## src/rtl/ita_tile_sequencer.sv

```systemverilog
// Tile sequencer for the ITA matmul engine: walks output tiles, inner tiles and
// beats, gates operand handshakes on output back-pressure, and emits lane masks.
module ita_tile_sequencer #(
    parameter int M          = 64,
    parameter int N          = 16,
    parameter int DIM_W      = 16,
    parameter int FIFO_DEPTH = 4
) (
    input  logic             clk_i,
    input  logic             rst_ni,
    input  logic             start_i,
    input  logic             clear_i,
    input  logic [DIM_W-1:0] rows_i,
    input  logic [DIM_W-1:0] cols_i,
    input  logic [DIM_W-1:0] tiles_y_i,
    input  logic [DIM_W-1:0] tiles_x_i,
    input  logic [DIM_W-1:0] tiles_inner_i,
    input  logic             col_major_i,
    input  logic [1:0]       mask_type_i,
    input  logic [DIM_W-1:0] mask_off_i,
    input  logic             inp_valid_i,
    input  logic             weight_valid_i,
    input  logic             bias_valid_i,
    output logic             inp_ready_o,
    output logic             weight_ready_o,
    output logic             bias_ready_o,
    input  logic             oup_valid_i,
    input  logic             oup_ready_i,
    output logic             calc_en_o,
    output logic [DIM_W-1:0] tile_x_o,
    output logic [DIM_W-1:0] tile_y_o,
    output logic [DIM_W-1:0] inner_tile_o,
    output logic             first_inner_o,
    output logic             last_inner_o,
    output logic [N-1:0]     lane_en_o,
    output logic             busy_o,
    output logic             done_o
);

    localparam int unsigned BEATS = (M * M) / N;
    localparam int unsigned CW    = (BEATS > 1) ? $clog2(BEATS) : 1;
    localparam int unsigned OW    = $clog2(FIFO_DEPTH + 1);
    localparam int unsigned LOGM  = (M > 1) ? $clog2(M) : 1;
    // Coordinates are carried wide enough that tile*M + offset + mask_off never wraps.
    localparam int unsigned XW    = DIM_W + LOGM + 2;

    localparam logic [CW-1:0] BEAT_LAST = CW'(BEATS - 1);
    localparam logic [OW-1:0] DEPTH_C   = OW'(FIFO_DEPTH);

    typedef enum logic [1:0] {
        S_IDLE,
        S_RUN,
        S_DRAIN,
        S_DONE
    } state_t;

    state_t           r_state;
    logic [CW-1:0]    r_beat;
    logic [DIM_W-1:0] r_tile_x;
    logic [DIM_W-1:0] r_tile_y;
    logic [DIM_W-1:0] r_inner;
    logic [OW-1:0]    r_out;

    logic [DIM_W-1:0] r_rows;
    logic [DIM_W-1:0] r_cols;
    logic [DIM_W-1:0] r_tiles_y;
    logic [DIM_W-1:0] r_tiles_x;
    logic [DIM_W-1:0] r_tiles_inner;
    logic             r_col_major;
    logic [1:0]       r_mask_type;
    logic [DIM_W-1:0] r_mask_off;

    logic             w_run;
    logic             w_fire;
    logic             w_push;
    logic             w_pop;
    logic             w_last_beat;
    logic             w_last_inner;
    logic             w_last_x;
    logic             w_last_y;
    logic             w_zero_cfg;
    logic [XW-1:0]    w_row;
    logic [XW-1:0]    w_col_base;
    logic [XW-1:0]    w_k;
    logic             w_ok;
    logic [N-1:0]     w_lane_en;

    assign w_run        = (r_state == S_RUN);
    assign w_fire       = rst_ni && w_run && inp_valid_i && weight_valid_i && bias_valid_i
                          && (r_out < DEPTH_C);
    assign w_last_beat  = (r_beat == BEAT_LAST);
    assign w_last_inner = (r_inner == r_tiles_inner - 1'b1);
    assign w_last_x     = (r_tile_x == r_tiles_x - 1'b1);
    assign w_last_y     = (r_tile_y == r_tiles_y - 1'b1);
    assign w_push       = w_fire && w_last_inner;
    assign w_pop        = oup_valid_i && oup_ready_i && (r_out != '0);
    assign w_zero_cfg   = (tiles_y_i == '0) || (tiles_x_i == '0) || (tiles_inner_i == '0);

    assign w_row      = XW'(r_tile_y) * XW'(M) + (XW'(r_beat) % XW'(M));
    assign w_col_base = XW'(r_tile_x) * XW'(M) + (XW'(r_beat) / XW'(M)) * XW'(N);

    // Padding always applies; the triangular mask only on the last inner tile.
    always_comb begin
        w_lane_en = '0;
        w_k       = '0;
        w_ok      = 1'b0;
        for (int unsigned i = 0; i < N; i++) begin
            w_k  = w_col_base + XW'(i);
            w_ok = (w_row < XW'(r_rows)) && (w_k < XW'(r_cols));
            if (w_last_inner) begin
                case (r_mask_type)
                    2'd1:    w_ok = w_ok && (w_k <= w_row + XW'(r_mask_off));
                    2'd2:    w_ok = w_ok && (w_k + XW'(r_mask_off) >= w_row);
                    default: w_ok = w_ok;
                endcase
            end
            w_lane_en[i] = w_fire && w_ok;
        end
    end

    always_ff @(posedge clk_i) begin
        if (!rst_ni || clear_i) begin
            r_state       <= S_IDLE;
            r_beat        <= '0;
            r_tile_x      <= '0;
            r_tile_y      <= '0;
            r_inner       <= '0;
            r_out         <= '0;
            r_rows        <= '0;
            r_cols        <= '0;
            r_tiles_y     <= '0;
            r_tiles_x     <= '0;
            r_tiles_inner <= '0;
            r_col_major   <= 1'b0;
            r_mask_type   <= '0;
            r_mask_off    <= '0;
        end else begin
            if (w_push && !w_pop) begin
                r_out <= r_out + 1'b1;
            end else if (!w_push && w_pop) begin
                r_out <= r_out - 1'b1;
            end

            case (r_state)
                S_IDLE: begin
                    if (start_i) begin
                        r_rows        <= rows_i;
                        r_cols        <= cols_i;
                        r_tiles_y     <= tiles_y_i;
                        r_tiles_x     <= tiles_x_i;
                        r_tiles_inner <= tiles_inner_i;
                        r_col_major   <= col_major_i;
                        r_mask_type   <= mask_type_i;
                        r_mask_off    <= mask_off_i;
                        r_beat        <= '0;
                        r_tile_x      <= '0;
                        r_tile_y      <= '0;
                        r_inner       <= '0;
                        r_state       <= w_zero_cfg ? S_DONE : S_RUN;
                    end
                end
                S_RUN: begin
                    if (w_fire) begin
                        if (!w_last_beat) begin
                            r_beat <= r_beat + 1'b1;
                        end else begin
                            r_beat <= '0;
                            if (!w_last_inner) begin
                                r_inner <= r_inner + 1'b1;
                            end else begin
                                r_inner <= '0;
                                if (!r_col_major) begin
                                    if (!w_last_x) begin
                                        r_tile_x <= r_tile_x + 1'b1;
                                    end else begin
                                        r_tile_x <= '0;
                                        if (!w_last_y) begin
                                            r_tile_y <= r_tile_y + 1'b1;
                                        end else begin
                                            r_tile_y <= '0;
                                            r_state  <= S_DRAIN;
                                        end
                                    end
                                end else begin
                                    if (!w_last_y) begin
                                        r_tile_y <= r_tile_y + 1'b1;
                                    end else begin
                                        r_tile_y <= '0;
                                        if (!w_last_x) begin
                                            r_tile_x <= r_tile_x + 1'b1;
                                        end else begin
                                            r_tile_x <= '0;
                                            r_state  <= S_DRAIN;
                                        end
                                    end
                                end
                            end
                        end
                    end
                end
                S_DRAIN: begin
                    if (r_out == '0) begin
                        r_state <= S_DONE;
                    end
                end
                S_DONE: begin
                    r_state <= S_IDLE;
                end
                default: begin
                    r_state <= S_IDLE;
                end
            endcase
        end
    end

    assign inp_ready_o    = w_fire;
    assign weight_ready_o = w_fire;
    assign bias_ready_o   = w_fire;
    assign calc_en_o      = w_fire;
    assign tile_x_o       = r_tile_x;
    assign tile_y_o       = r_tile_y;
    assign inner_tile_o   = r_inner;
    assign first_inner_o  = w_run && (r_inner == '0);
    assign last_inner_o   = w_run && w_last_inner;
    assign lane_en_o      = w_lane_en;
    assign busy_o         = (r_state == S_RUN) || (r_state == S_DRAIN);
    assign done_o         = (r_state == S_DONE);

endmodule

```

## config.mk

```make
export PLATFORM = sky130hd
export DESIGN_NAME = ita_tile_sequencer
export DESIGN_NICKNAME = d
export VERILOG_FILES = /design/src/rtl/ita_tile_sequencer.sv
export SDC_FILE = /design/constraint.sdc
export NUM_CORES = 1
export LEC_CHECK = 0
export ABC_AREA = 1
export BUFFER_PORTS_ARGS = -buffer_cell sky130_fd_sc_hd__clkbuf_2
export CAP_MARGIN = 20
export CORE_MARGIN = 3
export CORE_UTILIZATION = 40
export DETAILED_ROUTE_END_ITERATION = 12
export PLACE_DENSITY_LB_ADDON = 0.05
export SLEW_MARGIN = 0
export SYNTH_ARGS = -nofsm -noshare
export SYNTH_HDL_FRONTEND = slang
export SYNTH_SLANG_ARGS = --single-unit
```

## constraint.sdc

```tcl
create_clock -name clk_i -period 4.4 [get_ports clk_i]
set_input_delay 0.88 -clock clk_i [delete_from_list [all_inputs] [get_ports clk_i]]
set_output_delay 0.88 -clock clk_i [all_outputs]
set_load 0.005 [all_outputs]
```

**Word-level counts from Yosys, hierarchy flattened**

Index checks and enable logic that the tools add are counted.

- Word-level logic and storage cells: 292
- Bits of input ports: 108
- Register bits: 160
- Output and inout bits: 72

- Magnitude comparators: 50
- Muxes and demuxes: 69
- Reductions and logical operators: 98
- Add/subtract/negate cells: 43
- Equal/unequal tests: 18

Operators with widths:

| kind | number |
|---|---|
| $ge 24x23->1 | 16 |
| $add 24x16->24 | 15 |
| $le 24x24->1 | 15 |
| $lt 24x16->1 | 15 |
| $mux 16 | 16 |
| $add 23x4->24 const B | 8 |
| $add 23x3->24 const B | 4 |
| $pmux 16 s2 | 3 |
| $logic_and 1x1->1 | 76 |
| $logic_not 16->1 | 4 |
| $add 16x1->16 const B | 3 |
| $add 23x16->24 | 2 |
| $add 23x2->24 const B | 2 |
| $eq 16x16->1 | 3 |
| $sub 16x1->16 const B | 3 |
| $add 22x6->23 | 2 |
| $lt 23x16->1 | 2 |
| $pmux 1 s2 | 16 |
| $add 23x1->24 const B | 1 |
| $le 23x24->1 | 1 |
| $mux 8 | 3 |
| $mux 2 | 11 |
| $mux 1 | 16 |
| $pmux 8 s2 | 1 |
| other kinds (23) | 40 |

**Longest topological paths before layout**

- Depth after elaboration: 11
- Gate-level depth with buffers: 25
- Gate-level depth less buffers: 23

**Worst setup path after synthesis**

No wires, ideal clock.

- Kind: register to output
- Start point: register r_mask_off[2]
- End point: output port lane_en_o[13]
- Stages on the path, launching flop included: 24
- Setup slack: -0.261 ns
- Buffers on the path: 3
- Data required time: 3.520 ns
- Arrival: 3.781 ns
- Cell sequence: dfxtp_1 -> clkbuf_1 -> inv_1 -> ha_1 -> buf_2 -> a21oi_1 -> nor2_1 -> o21ai_0 -> o211ai_1 -> a31oi_1 -> o21bai_1 -> nand2_1 -> nand2_1 -> xnor2_1 -> ha_1 -> nand2_1 -> inv_1 -> a221o_1 -> o21ai_1 -> buf_4 -> nand3_1 -> nand2_1 -> nand2_1 -> a21oi_1

- Cells in the longest elaborated chain, start to end: 6
- Elaborated cells on any way between the ends: 9
- Those cells by class: add/sub (2); order compare (2); mux (2); reduce/logical (3)

RTL lines:

| element | line | text |
|---|---|---|
| start, declared | 71 | `logic [DIM_W-1:0] r_mask_off;` |
| start signal, assigned | 154 | `r_mask_off <= mask_off_i;` |
| $add 24x16->24 / $add 23x16->24 (equally long branches) | 113, 112 |  |
| $ge 24x23->1 / $le 24x24->1 (equally long branches) | 113, 112 |  |
| $logic_and 1x1->1, on equally long branches | 113, 112 |  |
| $pmux 1 s2 * | 111 | `case (r_mask_type)` |
| $mux 1 * | 110 | `if (w_last_inner) begin` |
| $logic_and 1x1->1 * | 117 | `w_lane_en[i] = w_fire && w_ok;` |
| end, declared | 35 | `output logic [N-1:0] lane_en_o,` |

Mark *: on every way between the ends. The rest lies on a longest branch, timed or not.

**Worst setup path after layout**

- Start point: register r_beat[6]
- End point: output port lane_en_o[15]

- Cells in the longest elaborated chain, start to end: 8
- Elaborated cells on any way between the ends: 12
- Those cells by class: add/sub (3); order compare (3); mux (2); reduce/logical (4)

RTL lines:

| element | line | text |
|---|---|---|
| start, declared | 58 | `logic [CW-1:0] r_beat;` |
| start signal, assigned | 165 | `r_beat <= r_beat + 1'b1;` |
| $add 22x6->23 * | 100 | `assign w_col_base = XW'(r_tile_x) * XW'(M) + (XW'(r_beat) / XW'(M)) * XW'(N);` |
| $add 23x4->24 * | 108 | `w_k = w_col_base + XW'(i);` |
| $add 24x16->24 / $lt 24x16->1 (equally long branches) | 113, 109 |  |
| $ge 24x23->1 / $logic_and 1x1->1 (equally long branches) | 113, 109 |  |
| $logic_and 1x1->1, on equally long branches | 113, 112 |  |
| $pmux 1 s2 | 111 |  |
| $mux 1 * | 110 |  |
| $logic_and 1x1->1 * | 117 |  |

Marked as above.

==> results by group <==
Synth
  • Top-area cell type share of the netlist area: 20.7%
  • Cell variety after synth: 55
  • Synth area leader: ha_1
  • Top FF cell, synth: dfxtp_1
  • Post-synthesis area per instance: 6.55 µm²
  • #FFs+latches synth: 160
  • Synthesized area: 25500 µm²
  • YS warnings: 0
  • Largest cells by area after synthesis: ha_1 (21%), dfxtp_1 (13%), xor2_1 (9.8%), nand2_1 (9.7%), a21oi_1 (8.0%)
  • Post-synth EDFFs: 0
  • Sequential area share after synthesis: 12.6%
  • Post-synthesis cell count: 3891
  • Asr flop ratio synth: 0%
  • Post-Syn Nets: 4424

Power and ir drop
  • Switching Fraction: 45.8%
  • Total power: 7.13 mW
  • PD cells: 206 nW/µm²
  • Clk network pwr share: 22.1%
  • Leakage power: 18.0 nW
  • P_int: 3.86 mW
  • Psw: 3.27 mW
  • Max VDD drop: 255 µV
  • Comb power frac: 55.6%
  • Sequential power share: 22.3%

STA
  • Final setup margin: -0.780 ns
  • Achievable Freq: 193 MHz
  • Final hold vios: 0
  • Final setup viols: 16
  • Relative slew slack: 34.9%
  • Clock skew: 0.0197 ns
  • Unrepaired setup endpoints after global routing: yes
  • Worst-Margin Slew: 0.975 ns
  • Final worst-path cycle share: 118%
  • Post-layout minimum cycle time: 5.18 ns
  • Max-slew violations: 0
  • Hold WS: 0.462 ns

Drt
  • Routed Antenna Nets: 0
  • Initial drt markers: 2081
  • DRC viols: 0
  • Vias per cell: 5.42
  • Vias: 29700
  • Routed wire per std cell: 21.3 µm
  • Routed WL: 117 mm
  • Pre-antenna DRT Iters: 5

Critical path
  • Worst r2r dst: r_out[2]$_SDFFE_PP0P_
  • RR Startpoint: r_tiles_inner[0]$_SDFFE_PP0P_
  • R2R depth: 19
  • Startpoint types: flop
  • Critical path capture point type: primary output
  • Crit. Startpoint: r_beat[6]$_SDFFE_PP0P_
  • Data required, critical path: 3.52 ns
  • WP buf/inv: 7
  • Worst path arrival time: 4.30 ns
  • CP delay by family, top: buffers and inverters
  • CP cell instances: fa_2 > a21oi_2 > inv_2 > buf_6 > a21oi_4 > buf_6 > o21ai_1 > buf_4 > xor2_1 > ha_1 > nand2_1 > inv_1 > o21ai_0 > nand2_1 > a21oi_1 > nor3_2 > nor2_1 > buf_4 > nand4_1 > nand2_1 > a21oi_2 > clkbuf_2
  • Most frequent CP cell: nand2_1
  • Slowest CP cell: fa_2
  • CP max stage delay: 0.42 ns
  • CP Class: reg2out
  • R2r setup slk: 1.34 ns
  • Crit-path max FO: 4

Finish
  • Synth-to-layout area growth: 36.1%
  • Layout net count: 5174
  • Core Util, Final: 55.5%
  • Most frequent cells in the layout: nand2_1 (623), buf_4 (619), ha_1 (398), inv_1 (384), a21oi_1 (345)
  • Fin cells: 5492
  • Layout cells sized above 1: 28.2%
  • Fill cell count: 6406
  • Most common cell after layout, fill and taps aside: nand2_1

Flow run
  • Max Cap Viol: 0

Status
  • Status: finished with violations
  • Failing checks: negative setup slack

Global routing
  • Initial antenna violation count: 2
  • Largest net degree at the start of global routing: 104
  • First-pass GRT wire length: 172 mm
  • Vias in the first global route: 28300
  • Global-route usage over all layers: 33.8%
  • Grt ovf: 0

Worst hold path
  • Hold_sp: r_rows[12]$_SDFFE_PP0P_
  • Worst hold stages: 2
  • Worst hold path endpoint: r_rows[12]$_SDFFE_PP0P_
  • Worst hold path type: reg2reg

Die
  • Placement row count: 91
  • IO Count: 180
  • Die height: 258 µm
  • Starting Density: 40.8%
  • Die ar.: 66700 µm²
  • Die width: 258 µm
  • Core area: 62400 µm²

CTS
  • Hold-fix buffers, CTS: 0
  • CTS max path bufs: 2
  • CTS clk-pin slew, worst paths: 0.09 ns
  • Clock Latency Late Sink: 0.46 ns
  • Num CTS Buffers: 17
  • H-tree depth: 4
  • # clock sinks: 160
  • Clock root cell: clkbuf_16
  • CTS tree: yes

Place
  • PortBufs: 179
  • HPWL after DPL: 93.9 mm
  • Pre-CTS setup slack: -0.814 ns
  • Placed Cells: 5403
  • Routability Congestion: 1.01
-- logic make-up after synthesis --
kind of cell,after synthesis,synth area share (%)
AND/OR/NAND/NOR,1500,26.1
AO/OA/AOI/OAI,857,18.2
buffers and inverters,575,9.15
adder cells (fa/ha/maj),425,21.0
XOR/XNOR,374,12.9
flip-flops,160,12.6
-- final cells by class --
class | instances | area [µm²] | area share (%)
tap | 837 | 1050 | 3.02
multi-input combinational | 3156 | 21400 | 61.9
clock buffer | 17 | 425 | 1.23
sequential | 160 | 3240 | 9.34
antenna | 1 | 2.50 | 0.00722
clock inverter | 15 | 189 | 0.545
inverter | 433 | 1650 | 4.77
timing repair buffer | 873 | 6670 | 19.2
-- timing repair --
| item | in CTS | in global routing |
|---|---|---|
| buffers inserted | 38 | 22 |
| pin swaps | 110 | 169 |
| cloned | 3 | 3 |
| resized for setup | 270 | 272 |
| endpoints found under the setup margin | 16 | 16 |
-- cells in the mapped netlist, drive strengths merged, types with 5 or more instances --
| cell | count |
|---|---|
| nand2 | 677 |
| inv | 428 |
| ha | 421 |
| a21oi | 416 |
| nor2 | 397 |
| o21ai | 342 |
| xor2 | 287 |
| nand3 | 196 |
| dfxtp | 160 |
| nand4 | 117 |
| xnor2 | 87 |
| clkbuf | 80 |
| nor3 | 71 |
| buf | 62 |
| o211ai | 26 |
| nor4 | 22 |
| a211oi | 16 |
| o21a | 16 |
| o221ai | 14 |
| nand3b | 12 |
| a31oi | 5 |
| clkinv | 5 |
-- layer usage --
metal | track usage, % | vias to the layer above | routed length [µm]
li1 | - | 14600 | -
met1 | 41.5 | 13700 | 48100
met2 | 57.3 | 1060 | 54400
met3 | 2.74 | 298 | 5880
met4 | 21.5 | 2 | 8600
met5 | 0 | - | 13
-- state kept, by name, summed over array words and instances, names as in the netlist --
register       flops
r_rows            16
r_col_major        1
r_out              3
r_beat             8
r_tiles_inner     16
r_mask_off        16
inner_tile_o      16
r_tiles_y         16
tile_y_o          16
r_tiles_x         16
r_cols            16
r_state            2
tile_x_o          16
r_mask_type        2
-- worst max path at each step --
stage                          endpoint  slack (ns)  depth (start not counted)
after global routing      lane_en_o[12]       -0.95                         26
after CTS                  lane_en_o[5]       -0.69                         25
after global placement     lane_en_o[6]       -0.88                         23
after floorplan           lane_en_o[13]        0.01                         23
after detailed placement   lane_en_o[6]       -0.81                         23
final                     lane_en_o[15]       -0.78                         22
-- power by group through the flow --
stage	logic (mW)	clock network (mW)	registers, mW
2_1_floorplan	2.27	0	1.61
3_3_place_gp	3.65	0	1.62
3_5_place_dp	3.66	0	1.62
4_1_cts	3.79	1.60	1.59
5_1_grt	4.35	1.65	1.60
6_report	3.97	1.57	1.59
-- through the flow --
step                instance area, µm²  TNS, ns
detailed placement               31800    -9.28
floorplan                        25500        0
finish                           34700   -10.85
global placement                 31800    -9.56
CTS                              33600   -10.46
global route                     34700   -13.51
-- worst min-delay path, delay by kind of cell (launching register included) --
| family | cells | cell delay [ns] |
|---|---|---|
| buf+inv | 1 | 0.06 |
| flops | 1 | 0.30 |
| compound gates | 1 | 0.06 |
Note: power is estimated with default switching activity, not from simulation.
